File: src/rtl/sample_capture_pkg.sv
`default_nettype none
// ============================================================================
// Module      : sample_capture_pkg
// Description : Shared types and constants for the sample capture engine.
//               - state_t      : capture FSM state encoding
//               - DEFAULT_DIV  : divider value used after reset and when a
//                                zero divider is requested
//               - depth_of()   : block length derived from address width
// Revision    : 1.0 - initial release
// ============================================================================
package sample_capture_pkg;

  typedef enum logic [1:0] {
    S_IDLE    = 2'd0,
    S_ARMED   = 2'd1,
    S_CAPTURE = 2'd2,
    S_FINISH  = 2'd3
  } state_t;

  localparam int DEFAULT_DIV = 1;

  function automatic int depth_of(input int addr_w);
    return 1 << addr_w;
  endfunction

endpackage
`default_nettype wire

File: src/rtl/sample_prescaler.sv
`default_nettype none
// ============================================================================
// Module      : sample_prescaler
// Description : Sample-rate prescaler. Counts 0..D-1 while enabled and wraps;
//               o_tick is asserted whenever enabled with the count at 0, so
//               the first tick lands on the first enabled cycle after clear.
// Ports       : iClock    - clock
//               iReset    - synchronous active-high reset
//               i_clear   - force count to 0
//               i_enable  - advance count / allow tick
//               i_divider - latched divider D (never 0)
//               o_tick    - sample tick (combinational)
// Revision    : 1.0 - initial release
// ============================================================================
module sample_prescaler #(
  parameter int DIV_W = 16
) (
  input  logic             iClock,
  input  logic             iReset,
  input  logic             i_clear,
  input  logic             i_enable,
  input  logic [DIV_W-1:0] i_divider,
  output logic             o_tick
);

  logic [DIV_W-1:0] r_count;
  logic             w_wrap;

  assign w_wrap = (r_count == (i_divider - DIV_W'(1)));
  assign o_tick = i_enable && (r_count == '0);

  always_ff @(posedge iClock) begin
    if (iReset || i_clear) begin
      r_count <= '0;
    end else if (i_enable) begin
      r_count <= w_wrap ? '0 : (r_count + DIV_W'(1));
    end
  end

endmodule
`default_nettype wire

File: src/rtl/sample_capture.sv
`default_nettype none
// ============================================================================
// Module      : sample_capture
// Description : Block capture engine. On an accepted start it writes 2**ADDR_W
//               samples of iData to a memory write port, one every iDivider
//               clocks, then pulses oDone for one cycle. All outputs are
//               registered (oArmed is tied low without the trigger option).
// Option      : SAMPLE_CAPTURE_TRIGGER_EN - when defined, an accepted start
//               arms the engine and capture begins on a rising iTrigger.
// Ports       : iClock, iReset (sync, active-high)
//               iStart   - start request, accepted only in IDLE
//               iDivider - sample period in clocks (0 treated as 1)
//               iTrigger - capture trigger (option only)
//               iData    - sampled bus
//               oWrEn/oWrAddr/oWrData - memory write port
//               oBusy, oArmed, oDone  - status
// Revision    : 1.0 - initial release
// ============================================================================
module sample_capture
  import sample_capture_pkg::*;
#(
  parameter int DATA_W = 8,
  parameter int ADDR_W = 8,
  parameter int DIV_W  = 16
) (
  input  logic              iClock,
  input  logic              iReset,
  input  logic              iStart,
  input  logic [DIV_W-1:0]  iDivider,
  input  logic              iTrigger,
  input  logic [DATA_W-1:0] iData,
  output logic              oWrEn,
  output logic [ADDR_W-1:0] oWrAddr,
  output logic [DATA_W-1:0] oWrData,
  output logic              oBusy,
  output logic              oArmed,
  output logic              oDone
);

  localparam int                DEPTH     = depth_of(ADDR_W);
  localparam logic [ADDR_W-1:0] LAST_ADDR = ADDR_W'(DEPTH - 1);

  state_t            r_state;
  state_t            w_state_next;
  logic [DIV_W-1:0]  r_div;
  logic [ADDR_W-1:0] r_addr;
  logic              w_tick;
  logic              w_accept;   // start accepted this edge
  logic              w_go;       // capture begins this edge
  logic              w_clear;

`ifdef SAMPLE_CAPTURE_TRIGGER_EN
  logic r_trig_prev;
  logic r_armed;
  logic w_trig_rise;

  // History is tracked in every state so a trigger that is already high
  // when the engine arms must fall and rise again before it counts.
  always_ff @(posedge iClock) begin
    if (iReset) begin
      r_trig_prev <= 1'b0;
    end else begin
      r_trig_prev <= iTrigger;
    end
  end

  assign w_trig_rise = iTrigger && !r_trig_prev;

  always_ff @(posedge iClock) begin
    if (iReset) begin
      r_armed <= 1'b0;
    end else if (w_go) begin
      r_armed <= 1'b0;
    end else if (w_accept) begin
      r_armed <= 1'b1;
    end
  end

  assign oArmed = r_armed;
`else
  logic w_unused_trig;
  assign w_unused_trig = iTrigger;
  assign oArmed        = 1'b0;
`endif

  assign w_clear = w_accept || w_go;

  sample_prescaler #(
    .DIV_W (DIV_W)
  ) u_prescaler (
    .iClock    (iClock),
    .iReset    (iReset),
    .i_clear   (w_clear),
    .i_enable  (r_state == S_CAPTURE),
    .i_divider (r_div),
    .o_tick    (w_tick)
  );

  always_ff @(posedge iClock) begin
    if (iReset) begin
      r_state <= S_IDLE;
    end else begin
      r_state <= w_state_next;
    end
  end

  always_comb begin
    w_state_next = r_state;
    w_accept     = 1'b0;
    w_go         = 1'b0;
    case (r_state)
      S_IDLE: begin
        if (iStart) begin
          w_accept = 1'b1;
`ifdef SAMPLE_CAPTURE_TRIGGER_EN
          w_state_next = S_ARMED;
`else
          w_go         = 1'b1;
          w_state_next = S_CAPTURE;
`endif
        end
      end
`ifdef SAMPLE_CAPTURE_TRIGGER_EN
      S_ARMED: begin
        if (w_trig_rise) begin
          w_go         = 1'b1;
          w_state_next = S_CAPTURE;
        end
      end
`endif
      S_CAPTURE: begin
        if (w_tick && (r_addr == LAST_ADDR)) begin
          w_state_next = S_FINISH;
        end
      end
      S_FINISH: begin
        w_state_next = S_IDLE;
      end
      default: begin
        w_state_next = S_IDLE;
      end
    endcase
  end

  always_ff @(posedge iClock) begin
    if (iReset) begin
      r_div   <= DIV_W'(DEFAULT_DIV);
      r_addr  <= '0;
      oWrEn   <= 1'b0;
      oWrAddr <= '0;
      oWrData <= '0;
      oBusy   <= 1'b0;
      oDone   <= 1'b0;
    end else begin
      oWrEn <= 1'b0;
      oDone <= 1'b0;
      if (w_accept) begin
        r_div <= (iDivider == '0) ? DIV_W'(DEFAULT_DIV) : iDivider;
        oBusy <= 1'b1;
      end
      if (w_clear) begin
        r_addr <= '0;
      end
      if ((r_state == S_CAPTURE) && w_tick) begin
        oWrEn   <= 1'b1;
        oWrAddr <= r_addr;
        oWrData <= iData;
        // Natural wrap to 0 after the last address of the block.
        r_addr  <= r_addr + ADDR_W'(1);
      end
      if (r_state == S_FINISH) begin
        oDone <= 1'b1;
        oBusy <= 1'b0;
      end
    end
  end

endmodule
`default_nettype wire

File: config.mk
export PLATFORM = sky130hd
export DESIGN_NAME = sample_capture
export DESIGN_NICKNAME = d
export VERILOG_FILES = /design/src/rtl/sample_capture_pkg.sv /design/src/rtl/sample_prescaler.sv /design/src/rtl/sample_capture.sv
export SDC_FILE = /design/constraint.sdc
export NUM_CORES = 1
export LEC_CHECK = 0
export CAP_MARGIN = 20
export CORE_MARGIN = 5
export CORE_UTILIZATION = 50
export DETAILED_ROUTE_END_ITERATION = 10
export PLACE_DENSITY = 0.81
export SLEW_MARGIN = 20
export SYNTH_ARGS = -nofsm -noshare
export SYNTH_HDL_FRONTEND = slang
export SYNTH_HIERARCHICAL = 1
export SYNTH_SLANG_ARGS = --single-unit
File: constraint.sdc
create_clock -name iClock -period 3.7 [get_ports iClock]
set_input_delay 1.11 -clock iClock [delete_from_list [all_inputs] [get_ports iClock]]
set_output_delay 1.11 -clock iClock [all_outputs]
set_load 0.02 [all_outputs]
==> results.toml, run 1 <==
[yosys]
ys_ff_latch = 61
synthAdderAreaFrac = 0.0160
yosysSeqAreaShare = 0.390
postSynth.asyncResetShare = 0
ys_warn_count = 6
synth_compound_area_frac = 0.132
synthFlopType = "dfxtp_1"
synth_xor_area_frac = 0.0950
synth_nets = 411
avgSynthCellArea_sq_um = 8.27
synth_simple_gate_area_frac = 0.297
synth_cell_types = 53
muxShareOfSynthArea = 0.00359
synth_edf_count = 0
netlist_instances = 379
synth_area_sq_mm = 0.00313
synth_top_family_by_area = "simple AND/OR/NAND/NOR gates"

[die]
initial_utilization = 0.523
die_area_sq_mm = 0.00795
die_y_um = 89.2
fp.dieW_um = 89.2
core_area_sq_mm = 0.00599
io_pins = 48
rows = 28

[worst_setup_path]
worstPathMaxFanout = 14
path_class = "reg -> reg"
arrival_ps = 3250
required_ps = 3900
start_kind = "flop"
endpoint_kind = "flop"

[clocking]
cts.repair.resized = 0
tritoncts = "built"
htreeDepth = 3
cts_sinks = 61
cts_setup_buffers = 0
root_buffer = "clkbuf_8"
holdBufCountCts = 0
path_clk_slew_ps = 70
cts_buffers = 9
cts_buffer_depth = 2
clock_latency_ps = 340

[global_routing]
grt.busiest_layer = "met2"
grtUsageTotal = 0.203
overflow = 0
met2_usage = 0.343
grt_pass1_vias = 2774
antenna_found_initial = 0
grt_max_degree = 34
met3_usage = 0.0737
grt_pass1_wl_um = 12400
grt_use_met1 = 0.230

[power_and_ir_drop]
switching_share = 0.253
p_sw_w = 0.000392
p_clk_frac = 0.430
ir_drop_v = 0.000300
p_int_w = 0.00115
p_leak_nw = 1.28
comb_power_share = 0.120
pwr-share-seq = 0.450
powerDensity_mw_per_mm2 = 411

[placement]
portBuffers = 45
place.gp.congestion = 0.844
hpwl_um = 5190
dp.cells = 475

[sta]
fmax_mhz = 327
rsz0062_at_grt = "no"
clock_skew_ps = 6.30
worst_slew_pin_slew_ps = 740
post-route-min-period_ps = 3060
setup_viol = 0
tns_ps = 0
timing.final.crit_share = 0.826
report.final.slew_viol_count = 0
max_slew_margin = 0.503
hold_violations = 0

[drt]
viasPerCell = 5.80
wl_per_cell_um = 15.1
drc = 0
num_vias = 2850
drtIter0Drc = 154
firstDrtPassIters = 4
detail-route-antenna-nets = 0
routed_wl_um = 7430

[layout]
synthToLayoutAreaGrowth_pct = 20.1
nets = 443
drive_above_1_share = 0.0986
diodes = 0
stdcell_count = 491

[flow_run]
drv_cap = 0

[min_path]
worstHoldPathType = "reg -> reg"

[run_status]
status = "completed"
[critical path, cell delays in order (launching register included)]
cell and delay [ps]:
dfxtp_1 380, or4_1 720, or4_4 590, nor4_4 240, o221ai_2 170, nor4_4 690
nor3_1 110
[metal layers]
layer	part of all wire	vias to the layer above
li1	-	1392
met5	0	-
met1	0.41	1369
met4	0.018	0
met3	0.073	12
met2	0.50	77
[final timing paths]
kind / cells after the start / startpoint / to / slack, ps
worst min-delay path: 2 / oWrData[2] / oWrData[2] / 460
worst min register to register: 2 / oWrData[2] / oWrData[2] / 460
worst max register to register: 6 / r_div[4] / u_prescaler/r_count[8] / 640
worst max-delay path: 6 / r_div[4] / u_prescaler/r_count[8] / 640
[registers in the layout, indices dropped and copies added (netlist names)]
name / cells
r_div: 16
oDone: 1
oWrData: 8
oWrAddr: 8
oWrEn: 1
oBusy: 1
u_prescaler/r_count: 16
r_addr: 8
r_state: 2
[power groups by stage]
stage / logic [W] / clock network (W) / registers [W]
final: 0.000186 / 0.000664 / 0.000696
after global routing: 0.000203 / 0.000717 / 0.000698
after CTS: 0.000185 / 0.000681 / 0.000696
after detailed placement: 0.000183 / 0 / 0.000711
after global placement: 0.000179 / 0 / 0.000710
after floorplan: 0.000128 / 0 / 0.000708
[metrics by stage]
stage | utilization | hold WS, ps | power [W] | instance area [sq um] | worst slack (ps)
2_1_floorplan | - | 435 | 0.000836 | 3130 | 1090
3_3_place_gp | 0.591 | 442 | 0.000888 | 3540 | 728
3_5_place_dp | 0.591 | 449 | 0.000893 | 3540 | 661
4_1_cts | 0.628 | 458 | 0.00156 | 3760 | 657
5_1_grt | 0.628 | 469 | 0.00162 | 3760 | 458
6_report | 0.628 | 456 | 0.00155 | 3760 | 644
[cells in the mapped netlist, types with 2 or more instances]
cell      instances  area (sq um)
a21oi_1          35           175
a21oi_2           8          70.1
a311oi_1          2          17.5
and3b_1           2          17.5
and4_1            2          17.5
buf_1             2          7.51
buf_2             4          20.0
buf_4             3          22.5
buf_6             3          33.8
clkbuf_1         14          52.6
dfxtp_1          61          1220
ha_1              4          50.1
inv_1            10          37.5
nand2_1          71           267
nand2_2           2          12.5
nand2b_1          3          18.8
nand3_1          11          55.1
nand4_1           8          50.1
nand4b_1          2          17.5
nor2_1           16          60.1
nor2b_1           2          12.5
nor3_1           23           115
nor4_1           11          68.8
nor4_4            2          42.5
o211ai_1          2          15.0
o21ai_0           4          20.0
o22ai_1           2          12.5
o311ai_0          2          17.5
or2_2             3          18.8
or3b_1            2          17.5
or4_1             9          67.6
xnor2_1          20           175
xor2_1           14           123
[cell usage in the layout, fill, tap and decap left out, types with 4 or more instances in the layout]
cell type / n
clkbuf_8: 10
o21ai_0: 4
ha_1: 4
nand4_1: 8
a21oi_1: 35
inv_1: 10
nand2_1: 71
nor4_1: 11
xor2_1: 14
a21oi_2: 8
xnor2_1: 20
clkdlybuf4s50_1: 44
nor3_1: 23
or4_1: 9
nand3_1: 11
dfxtp_1: 61
nor2_1: 16
[cells by family after synthesis]
group	Yosys count
adder cells (fa/ha/maj)	4
XOR/XNOR	34
multiplexers	1
AO/OA/AOI/OAI	64
AND/OR/NAND/NOR	176
flip-flops	61
other	1
buffers and inverters	38
[layout make-up]
type / count / area (sq um)
Fill cell: 512 / 2230
Multi-Input combinational cell: 280 / 1710
Sequential cell: 61 / 1220
Timing Repair Buffer: 48 / 468
Clock buffer: 11 / 141
Tap cell: 75 / 93.8
Clock inverter: 5 / 83.8
Inverter: 11 / 48.8
Note: power is estimated with default switching activity, not from simulation.
==> run 2: changes to the inputs <==
- CORE_UTILIZATION: 50 -> 49
- PLACE_DENSITY: 0.81 -> 0.82
- clock period: 3.7 -> 2.6 ns (I/O delays scaled with it)
==> results.toml, run 2 (synthesis results as in run 1) <==
[layout]
nets = 461
final_cell_mix = "nand2_1 (71), dfxtp_1 (61), clkdlybuf4s50_1 (44)"
mostFrequentLayoutCell = "nand2_1"
postLayoutCellArea_sq_mm = 0.00397
drive_above_1_share = 0.157
reg_top3 = "r_div x16, u_prescaler/r_count x16"
diodes = 0
synthToLayoutAreaGrowth_pct = 26.8
num-fill-cells = 503
regArea_sq_mm = 0.00122
multiInputGateArea_sq_mm = 0.00175

[worst_setup_path]
crit_family = "simple AND/OR/NAND/NOR gates"
endpoint_kind = "flop"
crit_buf_inv = 1
worstPathMaxFanout = 14
start_kind = "flop"
cp_num_cells = 7
arrival_ps = 2770
worstPathCellList = "or4_1, o41ai_2, nand4b_1, or4_4, nor4_4, buf_12, nor3_1"
path_class = "reg -> reg"
cp_slowest_stage_delay_ps = 620
required_ps = 2820
reg2regPathDepth = 7
cp_slowest_cell = "or4_1"

[clocking]
cts_setup_buffers = 0
path_clk_slew_ps = 70
htreeDepth = 3
holdBufCountCts = 0
cts_sinks = 61
clock_latency_ps = 350
tritoncts = "built"
cts_buffers = 9
root_buffer = "clkbuf_8"
cts_buffer_depth = 2

[drt]
wl_per_cell_um = 14.7
drtIter0Drc = 123
drc = 0
num_vias = 2846
routed_wl_um = 7490
detail-route-antenna-nets = 0
firstDrtPassIters = 4
viasPerCell = 5.57

[global_routing]
antenna_found_initial = 0
grt_pass1_vias = 2835
grt_max_degree = 25
grtUsageTotal = 0.190
overflow = 0
grt_pass1_wl_um = 12900

[die]
core_area_sq_mm = 0.00628
initial_utilization = 0.499
die_y_um = 90.0
die_area_sq_mm = 0.00809
rows = 29
fp.dieW_um = 90.0
io_pins = 48

[placement]
portBuffers = 45
place_area_sq_mm = 0.00369
hpwl_um = 5410
place.gp.congestion = 0.944

[power_and_ir_drop]
powerDensity_mw_per_mm2 = 586
ir_drop_v = 0.000423
p_leak_nw = 1.39
p_sw_w = 0.000583
p_clk_frac = 0.444
p_int_w = 0.00175
comb_power_share = 0.135
pwr-share-seq = 0.421
switching_share = 0.250

[sta]
post-route-min-period_ps = 2540
tns_ps = 0
fmax_mhz = 393
rsz0062_at_grt = "yes"
hold_violations = 0
setup_viol = 0
clock_skew_ps = 6.76
timing.final.crit_share = 0.978
report.final.slew_viol_count = 0

[min_path]
min_path_cells = 2
worstHoldPathType = "reg -> reg"

[flow_run]
drv_cap = 0

[run_status]
status = "completed"
run 2: routing by layer:
metal	vias up	global-route usage	share of wire
li1	1423	-	-
met1	1341	0.231	0.44
met2	69	0.305	0.47
met3	13	0.0609	0.065
met4	0	0.0868	0.019
met5	-	0	0
run 2: power groups by stage:
stage / sequential, W / clock (W) / combinational (W)
6_report: 0.000981 / 0.00103 / 0.000315
5_1_grt: 0.000984 / 0.00110 / 0.000343
4_1_cts: 0.000980 / 0.00105 / 0.000304
3_5_place_dp: 0.00100 / 0 / 0.000299
3_3_place_gp: 0.000999 / 0 / 0.000291
2_1_floorplan: 0.00101 / 0 / 0.000183
run 2: area by class of cell:
cell class	count	area share
sequential	61	0.307
inverter	11	0.0123
multi-input combinational	280	0.439
clock buffer	9	0.0312
clock inverter	7	0.0309
tap	77	0.0242
timing repair buffer	66	0.155
run 2: tightest hold or removal path, delay by kind of cell, from the launching register on:
kind / cells / cell delay, ps
AO/OA/AOI/OAI: 1 / 50
AND/OR/NAND/NOR: 1 / 50
flip-flops: 1 / 310
run 2: final timing paths:
kind                            startpoint  slack, ps                 endpoint
worst min register to register  oWrAddr[3]        450               oWrAddr[3]
worst max-delay path              r_div[8]         60  u_prescaler/r_count[11]
worst max register to register    r_div[8]         60  u_prescaler/r_count[11]
worst min-delay path            oWrAddr[3]        450               oWrAddr[3]
run 2: what timing repair did:
action / 4_1_cts / 5_1_grt
endpoints found under the setup margin: 14 / 14
pin swaps: 0 / 0
gates cloned: 0 / 0
gates resized for setup: 2 / 7
run 2: through the flow:
stage	setup slack, ps	hold slack (ps)	utilization	power [W]	instances
6_report	57.0	452	0.633	0.00233	511
5_1_grt	-27.5	481	0.633	0.00243	511
4_1_cts	3.96	456	0.629	0.00234	511
3_5_place_dp	-72.4	445	0.588	0.00130	495
3_3_place_gp	-20.2	443	0.588	0.00129	495
2_1_floorplan	22.5	435	-	0.00119	379
